[config.mk]
export PLATFORM = sky130hd
export DESIGN_NAME = conv3x3_mac_sequencer
export DESIGN_NICKNAME = d
export VERILOG_FILES = /design/src/rtl/conv3x3_mac_sequencer_pkg.sv /design/src/rtl/conv3x3_mac_sequencer_mac.sv /design/src/rtl/conv3x3_mac_sequencer.sv
export SDC_FILE = /design/constraint.sdc
export NUM_CORES = 1
export LEC_CHECK = 0
export ABC_AREA = 1
export CAP_MARGIN = 20
export CORE_MARGIN = 5
export CORE_UTILIZATION = 58
export CTS_CLUSTER_SIZE = 10
export DETAILED_ROUTE_END_ITERATION = 10
export PLACE_DENSITY = 0.88
export SLEW_MARGIN = 20
export SYNTH_ARGS = -nofsm -noshare
export SYNTH_HDL_FRONTEND = slang
export SYNTH_SLANG_ARGS = --single-unit
[constraint.sdc]
create_clock -name Clk_i -period 6.9 [get_ports Clk_i]
set_clock_uncertainty 0.05 [all_clocks]
set_input_delay 0.69 -clock Clk_i [delete_from_list [all_inputs] [get_ports Clk_i]]
set_output_delay 0.69 -clock Clk_i [all_outputs]
set_load 0.02 [all_outputs]
[src/rtl/conv3x3_mac_sequencer_pkg.sv]
// Shared constants and state encoding for the 3x3 convolution MAC sequencer.
package conv_pkg;

    localparam int PIX_W  = 8;
    localparam int KTAPS  = 9;
    localparam int COEF_W = PIX_W + 1;
    localparam int ACC_W  = 2 * (PIX_W + 1) + 4;

    typedef enum logic [1:0] {
        IDLE  = 2'd0,
        ACCUM = 2'd1,
        OUT   = 2'd2
    } state_t;

endpackage

[src/rtl/conv3x3_mac_sequencer_mac.sv]
// Combinational multiply-accumulate: Sum = Accum + Mult1 * Mult2 (all signed).
module mac #(
    parameter int MULT_SIZE  = 9,
    parameter int ACCUM_SIZE = 22
) (
    input  logic signed [MULT_SIZE-1:0]  Mult1,
    input  logic signed [MULT_SIZE-1:0]  Mult2,
    input  logic signed [ACCUM_SIZE-1:0] Accum,
    output logic signed [ACCUM_SIZE-1:0] Sum
);

    logic signed [2*MULT_SIZE-1:0] product;

    // Full-precision product, sign-extended into the accumulator width
    always_comb begin
        product = Mult1 * Mult2;
        Sum     = Accum + {{(ACCUM_SIZE-2*MULT_SIZE){product[2*MULT_SIZE-1]}}, product};
    end

endmodule

[src/rtl/conv3x3_mac_sequencer.sv]
// 3x3 window convolution: one window per transfer, nine taps stepped serially
// through a single MAC. Runtime-writable coefficient bank is snapshotted per window.
// Optional macro CONV_SATURATE_EN: clamp the result to 0..2^PIX_W-1 instead of wrapping.
//
// state | meaning
// IDLE  | ready for a window
// ACCUM | stepping taps 0..8 through the MAC
// OUT   | result presented, waiting for OutReady_i
module conv3x3_mac_sequencer
    import conv_pkg::*;
(
    input  logic                     Clk_i,
    input  logic                     Rst_i,
    input  logic [KTAPS*PIX_W-1:0]   InData_i,
    input  logic                     InValid_i,
    output logic                     InReady_o,
    output logic [PIX_W-1:0]         OutData_o,
    output logic                     OutValid_o,
    input  logic                     OutReady_i,
    input  logic                     CoefWe_i,
    input  logic [3:0]               CoefAddr_i,
    input  logic signed [COEF_W-1:0] CoefData_i,
    output logic                     Busy_o
);

    state_t                    state_q, state_d;
    logic signed [ACC_W-1:0]   acc_q;
    logic signed [ACC_W-1:0]   mac_sum;
    logic [3:0]                idx_q;
    logic [PIX_W-1:0]          win_q  [KTAPS];
    logic signed [COEF_W-1:0]  bank_q [KTAPS];
    logic signed [COEF_W-1:0]  snap_q [KTAPS];
    logic                      accept;
    logic [PIX_W-1:0]          pix_map;

    assign accept = InValid_i && (state_q == IDLE);

    mac #(
        .MULT_SIZE  (COEF_W),
        .ACCUM_SIZE (ACC_W)
    ) u_mac (
        .Mult1 ($signed({1'b0, win_q[idx_q]})),
        .Mult2 (snap_q[idx_q]),
        .Accum (acc_q),
        .Sum   (mac_sum)
    );

    // State register
    always_ff @(posedge Clk_i) begin
        if (Rst_i) state_q <= IDLE;
        else       state_q <= state_d;
    end

    // Next-state logic
    always_comb begin
        state_d = state_q;
        case (state_q)
            IDLE:    if (accept) state_d = ACCUM;
            ACCUM:   if (idx_q == 4'(KTAPS-1)) state_d = OUT;
            OUT:     if (OutReady_i) state_d = IDLE;
            default: state_d = IDLE;
        endcase
    end

    // Datapath: coefficient bank, window/snapshot capture, tap stepping
    always_ff @(posedge Clk_i) begin
        if (Rst_i) begin
            acc_q <= '0;
            idx_q <= '0;
            for (int k = 0; k < KTAPS; k++) begin
                win_q[k]  <= '0;
                bank_q[k] <= '0;
                snap_q[k] <= '0;
            end
        end else begin
            // Snapshot below reads bank_q before this write lands, so a write on
            // the acceptance cycle only affects the next window.
            if (CoefWe_i && (CoefAddr_i < 4'(KTAPS)))
                bank_q[CoefAddr_i] <= CoefData_i;
            case (state_q)
                IDLE: begin
                    if (accept) begin
                        for (int k = 0; k < KTAPS; k++) begin
                            win_q[k]  <= InData_i[k*PIX_W +: PIX_W];
                            snap_q[k] <= bank_q[k];
                        end
                        acc_q <= '0;
                        idx_q <= '0;
                    end
                end
                ACCUM: begin
                    acc_q <= mac_sum;
                    idx_q <= (idx_q == 4'(KTAPS-1)) ? 4'd0 : idx_q + 4'd1;
                end
                default: ;
            endcase
        end
    end

    // Map the signed accumulator onto an output pixel
    always_comb begin
`ifdef CONV_SATURATE_EN
        if (acc_q[ACC_W-1])                 pix_map = '0;
        else if (|acc_q[ACC_W-2:PIX_W])     pix_map = '1;
        else                                pix_map = acc_q[PIX_W-1:0];
`else
        pix_map = acc_q[PIX_W-1:0];
`endif
    end

    // Outputs decoded from state
    always_comb begin
        InReady_o  = (state_q == IDLE);
        OutValid_o = (state_q == OUT);
        Busy_o     = (state_q == ACCUM) || (state_q == OUT);
        OutData_o  = (state_q == OUT) ? pix_map : '0;
    end

endmodule

# ---- Yosys cells after proc, flatten, opt, wreduce, memory -nomap -nowiden
# Memories as Yosys holds them, arrays and structs flattened. A register that Yosys moved wholly into a read port is not among the register bits.
# Cells that the tools add are included.
dict set report totals {
  regBits 28
  ramBits 234
  elab_cells 86
  memories 3
}
# name depth word_bits read_ports rd_clocked_by_memory_dff wr line
set mem_list {}
lappend mem_list {bank_q 9 9 9 0 9 conv3x3_mac_sequencer.sv:31} ;# logic signed [COEF_W-1:0] bank_q [KTAPS];
lappend mem_list {snap_q 9 9 1 1 9 conv3x3_mac_sequencer.sv:32} ;# logic signed [COEF_W-1:0] snap_q [KTAPS];
lappend mem_list {win_q 9 8 1 1 9 conv3x3_mac_sequencer.sv:30} ;# logic [PIX_W-1:0] win_q [KTAPS];
dict set report classes {
  n_addsub 2
  multipliers 1
  n_lt_le_gt_ge 1
  eq_ne 6
  n_mux 44
  n_bitwise 18
  reduce_logical 8
}
# operator count
set ops {}
lappend ops {{$mux 9} 10}
lappend ops {{$mux 8} 10}
lappend ops {{$pmux 22 s2} 1}
lappend ops {{$mux 4} 7}
lappend ops {{$add 22x22->22} 1}
lappend ops {{$mux 22} 1}
lappend ops {{$mul 9x9->18} 1}
lappend ops {{$or 1x1->1} 18}
lappend ops {{$mux 1} 10}
lappend ops {{$reduce_or 9->1} 1}
lappend ops {{$pmux 4 s2} 1}
lappend ops {{$mux 2} 3}
lappend ops {{$pmux 2 s3} 1}
lappend ops {{$add 4x1->4 const B} 1}
lappend ops {{$eq 4x4->1 const B} 1}
lappend ops {{$lt 4x4->1 const B} 1}
lappend ops {{$ne 2x1->1 const B} 2}
lappend ops {{$reduce_and 3->1} 1}
lappend ops {{$eq 2x1->1 const B} 1}
lappend ops {{$eq 2x2->1 const B} 1}
lappend ops {{$logic_and 1x1->1} 2}
lappend ops {{$logic_not 2->1} 1}
lappend ops {{$ne 2x2->1 const B} 1}
lappend ops {{$reduce_and 2->1} 1}
lappend ops {{2 further kinds} 2}

# ---- Logic depth before layout (Yosys ltp)
# Gate-level depths: netlist of run 1.
dict set report depth {
  depth_word 7
  mapped_depth 33
  mapped_depth_nobuf 31
}

# ---- Modules after synthesis
# A second synthesis of run 1 with hierarchy kept.
dict set report unflattened {
  hier_cells 1905
  hier_area_um2 16295.6
}
# module n_inst cells_per_inst area_per_inst_um2
set modules_own_cells {}
lappend modules_own_cells {conv3x3_mac_sequencer 1 1292 11910.2}
lappend modules_own_cells {mac 1 613 4385.5}

# ---- Worst setup path before layout of run 1
# No wires, ideal clock.
dict set report synth_path {
  path_kind {flip-flop to flip-flop}
  startpoint {register with a tool-made name}
  endpoint {register acc_q[7]}
  setup_time_ns 0.067
  arrival_time_ns 4.894
  slack_ns 1.889
  stages_incl_launch_ff 30
  period_less_slack_ns 5.011
  cell_sequence {dfxtp_1 > buf_6 > inv_4 > buf_6 > buf_6 > o21ai_0 > o221ai_1 > nand3_1 > nand2_2 > nand2_1 > fa_1 > inv_1 > fa_1 > ha_1 > fa_1 > ha_1 > ha_1 > fa_1 > xor2_1 > xor2_1 > inv_1 > nand3_1 > nand3_1 > nand2_1 > clkinv_1 > nand3_1 > nand2_1 > nand2_1 > nand3_1 > a21oi_2}
}
# element line
set synth_lines {}
lappend synth_lines {{end signal: assignment} conv3x3_mac_sequencer.sv:92} ;# acc_q <= mac_sum;
lappend synth_lines {{end: declaration} conv3x3_mac_sequencer.sv:27} ;# logic signed [ACC_W-1:0] acc_q;

==> flow_metrics.py, run 1 <==
metrics = {
    "cts": {
        "cts.root.buffer_cell": "clkbuf_16",
        "htreeDepth": 1,
        "cts_tree": "yes",
        "cts.reportedPaths.clkPinSlew_ps": 60,
        "cts_buffers": 27,
        "ctsResizeCount": 0,
        "post_cts_buffers": 0,
        "hold_buffers": 0,
        "cts.sinks": 234,
        "clock_path_buffers": 3,
        "clock_latency_ps": 520,
    },
    "timing": {
        "period_share": 0.867,
        "maxSlewViolCount": 0,
        "setup_viol": 0,
        "tightest_slew_ps": 793,
        "fin_tns_setup_ps": 0,
        "fmaxAchievable_ghz": 0.167,
        "rsz0062_at_grt": "false",
        "layout_min_cycle_time_ps": 5980,
        "max_slew_margin": 0.471,
        "hold_viol_final": 0,
    },
    "logic_synthesis": {
        "syn_area_per_cell_um2": 9.22,
        "synth_fp_nets": 1389,
        "yosysWarnings": 0,
        "synth_edf_count": 216,
        "synth_seq_cells": 234,
        "postSynthCellCount": 1258,
        "yosys_most_used_dff": "edfxtp_1",
        "yosysUniqueCellTypes": 32,
        "seq_area_frac_synth": 0.590,
        "syn-cell-area_um2": 11600,
        "async_reset_ff_frac": 0,
    },
    "die": {
        "die_w_um": 151,
        "die_y_um": 151,
        "core_um2": 19600,
        "rows": 51,
        "ios": 101,
        "fp.dieArea_um2": 22900,
        "start_util": 0.592,
    },
    "drt": {
        "vias": 8542,
        "routed_wl_um": 26900,
        "route.detailed.drc": 0,
        "postRouteAntennaNets": 0,
        "drt_iter0_markers": 822,
        "firstDrtPassIters": 6,
        "drt-wirelength-per-cell_um": 16.6,
        "viasPerCell": 5.27,
    },
    "worst_setup_path": {
        "cp-endpoint": "acc_q[7]$_SDFFE_PP0P_",
        "cp.arrival_ps": 6380,
        "reg2reg_depth": 26,
        "crit_type": "flop to flop",
        "critical_path.max_fanout": 61,
        "reg2reg_slack_ps": 920,
        "required_ps": 7300,
        "crit_path_end_kind": "flop",
        "rr_endpoint": "acc_q[7]$_SDFFE_PP0P_",
        "start_kind": "flop",
    },
    "cells_and_area": {
        "antenna_cells": 0,
        "nNetsFinal": 1477,
        "drive_above_1_share": 0.0464,
        "areaGrowthSynthToFinish_pct": 16.0,
    },
    "power": {
        "p_leak_uw": 0.00623,
        "internal_power_uw": 3150,
        "p_per_area_nw_per_um2": 359,
        "p_total_uw": 4840,
        "p_sw_uw": 1680,
        "seq_power_share": 0.405,
        "switching_share": 0.348,
        "power_frac_clock": 0.255,
        "irDropWorstVdd_mv": 0.177,
        "comb_power_share": 0.341,
    },
    "global_routing": {
        "overflow": 0,
        "grt_pass1_wl_um": 43000,
        "grt_usage": 0.241,
        "first_global_vias": 8581,
        "antenna_found_initial": 0,
        "grt_max_degree": 81,
    },
    "placed_design": {
        "io_buffer_count": 99,
        "dpl.hpwl_um": 17600,
        "gp_congestion": 0.876,
    },
    "worst_hold_path": {
        "worstHoldPathType": "flop to flop",
    },
    "job": {
        "cap_viol_max_count": 0,
    },
    "run_status": {
        "status": "completed",
    },
}
-- metal layers --
metal / track usage / routed length [µm]
met1: 0.299 / 10000
met2: 0.429 / 13600
met4: 0.0929 / 1040
met3: 0.0326 / 2270
met5: 0 / 0
-- cell usage after synthesis (2+ instances only) --
cell type / n / area (µm²)
nand3b_1: 2 / 15.0
clkinv_1: 9 / 33.8
nand3_2: 3 / 30.0
buf_2: 10 / 50.1
a21oi_1: 12 / 60.1
buf_4: 4 / 30.0
fa_1: 14 / 280
buf_1: 2 / 7.51
inv_2: 4 / 15.0
o211ai_1: 3 / 22.5
clkbuf_1: 20 / 75.1
nand3_1: 75 / 375
nand2_2: 12 / 75.1
nand4_1: 6 / 37.5
xnor2_1: 4 / 35.0
inv_4: 2 / 12.5
o21ai_1: 11 / 55.1
a211oi_1: 2 / 15.0
nand2_1: 228 / 856
inv_1: 241 / 905
edfxtp_1: 216 / 6490
buf_6: 12 / 135
ha_1: 27 / 338
dfxtp_1: 18 / 360
o221ai_1: 4 / 35.0
xor2_1: 5 / 43.8
o21ai_0: 23 / 115
nor2_1: 285 / 1070
-- area by class of cell --
class / instances / area, µm²
sequential: 234 / 6850
timing repair buffer: 107 / 1060
clock buffer: 38 / 727
fill: 1364 / 6130
inverter: 256 / 966
multi-input combinational: 720 / 3510
clock inverter: 2 / 12.5
tap: 265 / 332
-- cell usage in the layout, fill, tap and decap left out, drive strengths merged, types with 2 or more instances in the layout --
cell type        n
a211oi           2
nand3b           2
inv            248
clkbuf          38
nor2           285
clkinv          10
a21oi           13
nand4            6
nand3           78
xor2             5
fa              14
o221ai           4
o21ai           34
clkdlybuf4s50   99
dfxtp           18
buf              8
xnor2            4
o211ai           4
nand2          240
ha              27
edfxtp         216
-- flip-flops by register name, indices dropped and copies added, names as in the netlist, named ones only --
name,flops
bank_q,72
snap_q,72
acc_q,8
win_q,72
idx_q,4
state_q,2
-- metrics by stage --
step,instances,util,hold slack [ps],setup slack (ps),cell area [µm²]
3_5_place_dp,1582,0.649,427,1050,12700
3_3_place_gp,1582,0.649,421,1140,12700
5_1_grt,1622,0.687,454,520,13500
6_report,1622,0.687,437,921,13500
4_1_cts,1622,0.687,435,992,13500
2_1_floorplan,1258,-,409,1890,11600
-- cells by family (layout without fill, tap and decap cells) --
group	count (synthesis)	after routing	share of synthesized area
adder cells (fa/ha/maj)	41	41	0.0533
XOR/XNOR	9	9	0.00679
AO/OA/AOI/OAI	59	59	0.0291
AND/OR/NAND/NOR	611	611	0.212
flip-flops	234	234	0.590
buffers and inverters	304	403	0.109
-- critical path, cell delays in order (launching register included) --
cell and delay, ps:
dfxtp_2 390, inv_4 500, o21ai_0 190, o221ai_1 250, nand3_1 180, nand2_2 190, nand2_1 100, fa_1 540
inv_1 50, fa_1 460, ha_1 330, fa_1 500, ha_1 310, ha_1 210, fa_1 400, xor2_1 180
xor2_1 210, inv_1 60, nand3_1 110, nand3_1 90, nand2_1 130, clkinv_1 70, nand3_1 80, nand2_1 60
nand2_1 50, nand3_1 80, a21oi_2 140
-- power by group through the flow --
stage,clock (µW),sequential [µW],combinational (µW)
2_1_floorplan,0,1970,1220
5_1_grt,1300,1980,1890
3_3_place_gp,0,1970,1540
3_5_place_dp,0,1980,1620
6_report,1230,1960,1650
4_1_cts,1230,1950,1640
-- how the worst min path moves through the flow --
stage	end	startpoint	depth (start not counted)	slack, ps
2_1_floorplan	acc_q[0]$_SDFFE_PP0P_	acc_q[0]$_SDFFE_PP0P_	2	410
3_3_place_gp	acc_q[0]$_SDFFE_PP0P_	acc_q[0]$_SDFFE_PP0P_	2	420
3_5_place_dp	acc_q[4]$_SDFFE_PP0P_	acc_q[4]$_SDFFE_PP0P_	2	430
4_1_cts	acc_q[4]$_SDFFE_PP0P_	acc_q[4]$_SDFFE_PP0P_	2	430
5_1_grt	acc_q[5]$_SDFFE_PP0P_	acc_q[5]$_SDFFE_PP0P_	2	450
6_report	acc_q[4]$_SDFFE_PP0P_	acc_q[4]$_SDFFE_PP0P_	2	440
Note: power is estimated with default switching activity, not from simulation.
==> run 2: changes to the inputs <==
- ABC_CLOCK_PERIOD_IN_PS: default -> 6900
- TNS_END_PERCENT: default -> 50
==> results of run 2 <==
No change in the layout: final DEF, timing and power equal those of run 1.
==> run 3: changes to the inputs <==
- PLACE_DENSITY: 0.88 -> 0.91
==> flow_metrics.py, run 3 (synthesis gave the netlist of run 1 again) <==
metrics = {
    "run_status": {
        "status": "completed",
    },
    "power": {
        "p_per_area_nw_per_um2": 361,
        "irDropWorstVdd_mv": 0.252,
        "p_leak_uw": 0.00623,
    },
    "worst_setup_path": {
        "crit_path_end_kind": "flop",
        "required_ps": 7300,
        "start_kind": "flop",
        "cp.arrival_ps": 6380,
        "slowest_delay_ps": 520,
        "path_common_cell": "nand3_1",
        "critical_path.max_fanout": 61,
        "slowest_stage": "fa_1",
        "crit_type": "flop to flop",
    },
    "placed_design": {
        "io_buffer_count": 99,
        "dp_cells": 1582,
        "gp_congestion": 0.855,
        "dpl.hpwl_um": 18200,
    },
    "global_routing": {
        "antenna_found_initial": 0,
        "first_global_vias": 8667,
        "grt_pass1_wl_um": 42900,
        "grt_max_degree": 88,
        "overflow": 0,
        "grt_usage": 0.241,
    },
    "drt": {
        "vias": 8622,
        "postRouteAntennaNets": 0,
        "firstDrtPassIters": 5,
        "drt-wirelength-per-cell_um": 17.0,
        "drt_iter0_markers": 826,
        "viasPerCell": 5.32,
        "route.detailed.drc": 0,
        "routed_wl_um": 27500,
    },
    "worst_hold_path": {
        "worstHoldPathType": "flop to flop",
    },
    "cells_and_area": {
        "nNetsFinal": 1477,
        "largestRegisters": "bank_q (72), snap_q (72), win_q (72)",
        "final_cell_mix": "nor2_1 (285), inv_1 (241), nand2_1 (227)",
        "areaGrowthSynthToFinish_pct": 16.0,
        "fin_cells": 1621,
        "antenna_cells": 0,
        "drive_above_1_share": 0.0472,
        "final_common_cell": "nor2_1",
    },
    "timing": {
        "fmaxAchievable_ghz": 0.167,
        "setup_viol": 0,
        "maxSlewViolCount": 0,
        "max_slew_margin": 0.385,
        "hold_viol_final": 0,
        "tightest_slew_ps": 922,
        "fin_tns_setup_ps": 0,
        "layout_min_cycle_time_ps": 5980,
        "period_share": 0.866,
        "rsz0062_at_grt": "false",
    },
    "die": {
        "die_w_um": 151,
        "start_util": 0.592,
        "rows": 51,
        "fp.dieArea_um2": 22900,
        "die_y_um": 151,
        "core_um2": 19600,
        "ios": 101,
    },
    "cts": {
        "post_cts_buffers": 0,
        "cts_buffers": 27,
        "cts.reportedPaths.clkPinSlew_ps": 60,
        "clock_path_buffers": 3,
        "ctsResizeCount": 0,
        "cts.sinks": 234,
        "clock_latency_ps": 530,
        "cts_tree": "yes",
        "hold_buffers": 0,
        "htreeDepth": 1,
        "cts.root.buffer_cell": "clkbuf_16",
    },
    "job": {
        "cap_viol_max_count": 0,
    },
}
==> run 3: changes by cell type in the layout (fill, tap and decap cells not counted), sizes merged <==
cell and delta:
clkbuf -1
==> run 3: final cells by class <==
class	count	area (µm²)
Sequential cell	234	6850
Fill cell	1372	6130
Multi-Input combinational cell	720	3510
Timing Repair Buffer	107	1060
Inverter	256	966
Clock buffer	37	723
Tap cell	265	332
Clock inverter	2	13.8
==> run 3: worst paths after layout <==
check / from / to / slack (ps) / cells after the start
hold reg to reg: acc_q[0]$_SDFFE_PP0P_ / acc_q[0]$_SDFFE_PP0P_ / 440 / 2
setup / recovery: flop / acc_q[7]$_SDFFE_PP0P_ / 920 / 28
hold / removal: acc_q[0]$_SDFFE_PP0P_ / acc_q[0]$_SDFFE_PP0P_ / 440 / 2
setup reg to reg: flop / acc_q[7]$_SDFFE_PP0P_ / 920 / 28
==> run 3: routing by layer <==
layer | routed length (µm) | GRT usage
met1 | 9950 | 0.292
met2 | 14100 | 0.434
met3 | 2520 | 0.0365
met4 | 964 | 0.0943
met5 | 0 | 0
==> run 3: through the flow <==
step / cell area [µm²] / setup WS, ps / hold WS [ps] / util / power [µW]
final: 13500 / 924 / 435 / 0.687 / 4860
after global routing: 13500 / 657 / 460 / 0.687 / 5170
after CTS: 13500 / 933 / 434 / 0.687 / 4850
after detailed placement: 12700 / 1070 / 424 / 0.649 / 3610
after global placement: 12700 / 1210 / 422 / 0.649 / 3510
after floorplan: 11600 / 1890 / 409 / - / 3190
==> run 3: worst max-delay path: cells and delay by family, from the launching register on <==
family          cells  cell delay [ps]
fa+ha+maj           7             2750
xor+xnor            2              380
compound gates      2              270
simple gates       13             1410
buf+inv             4              670
flops               1              340
==> run 3: power by group <==
group          leakage (µW)  switching [µW]  internal (µW)
sequential          0.00238            86.4           1860
clock              0.000359             519            718
combinational       0.00349            1100            571
total               0.00623            1710           3150
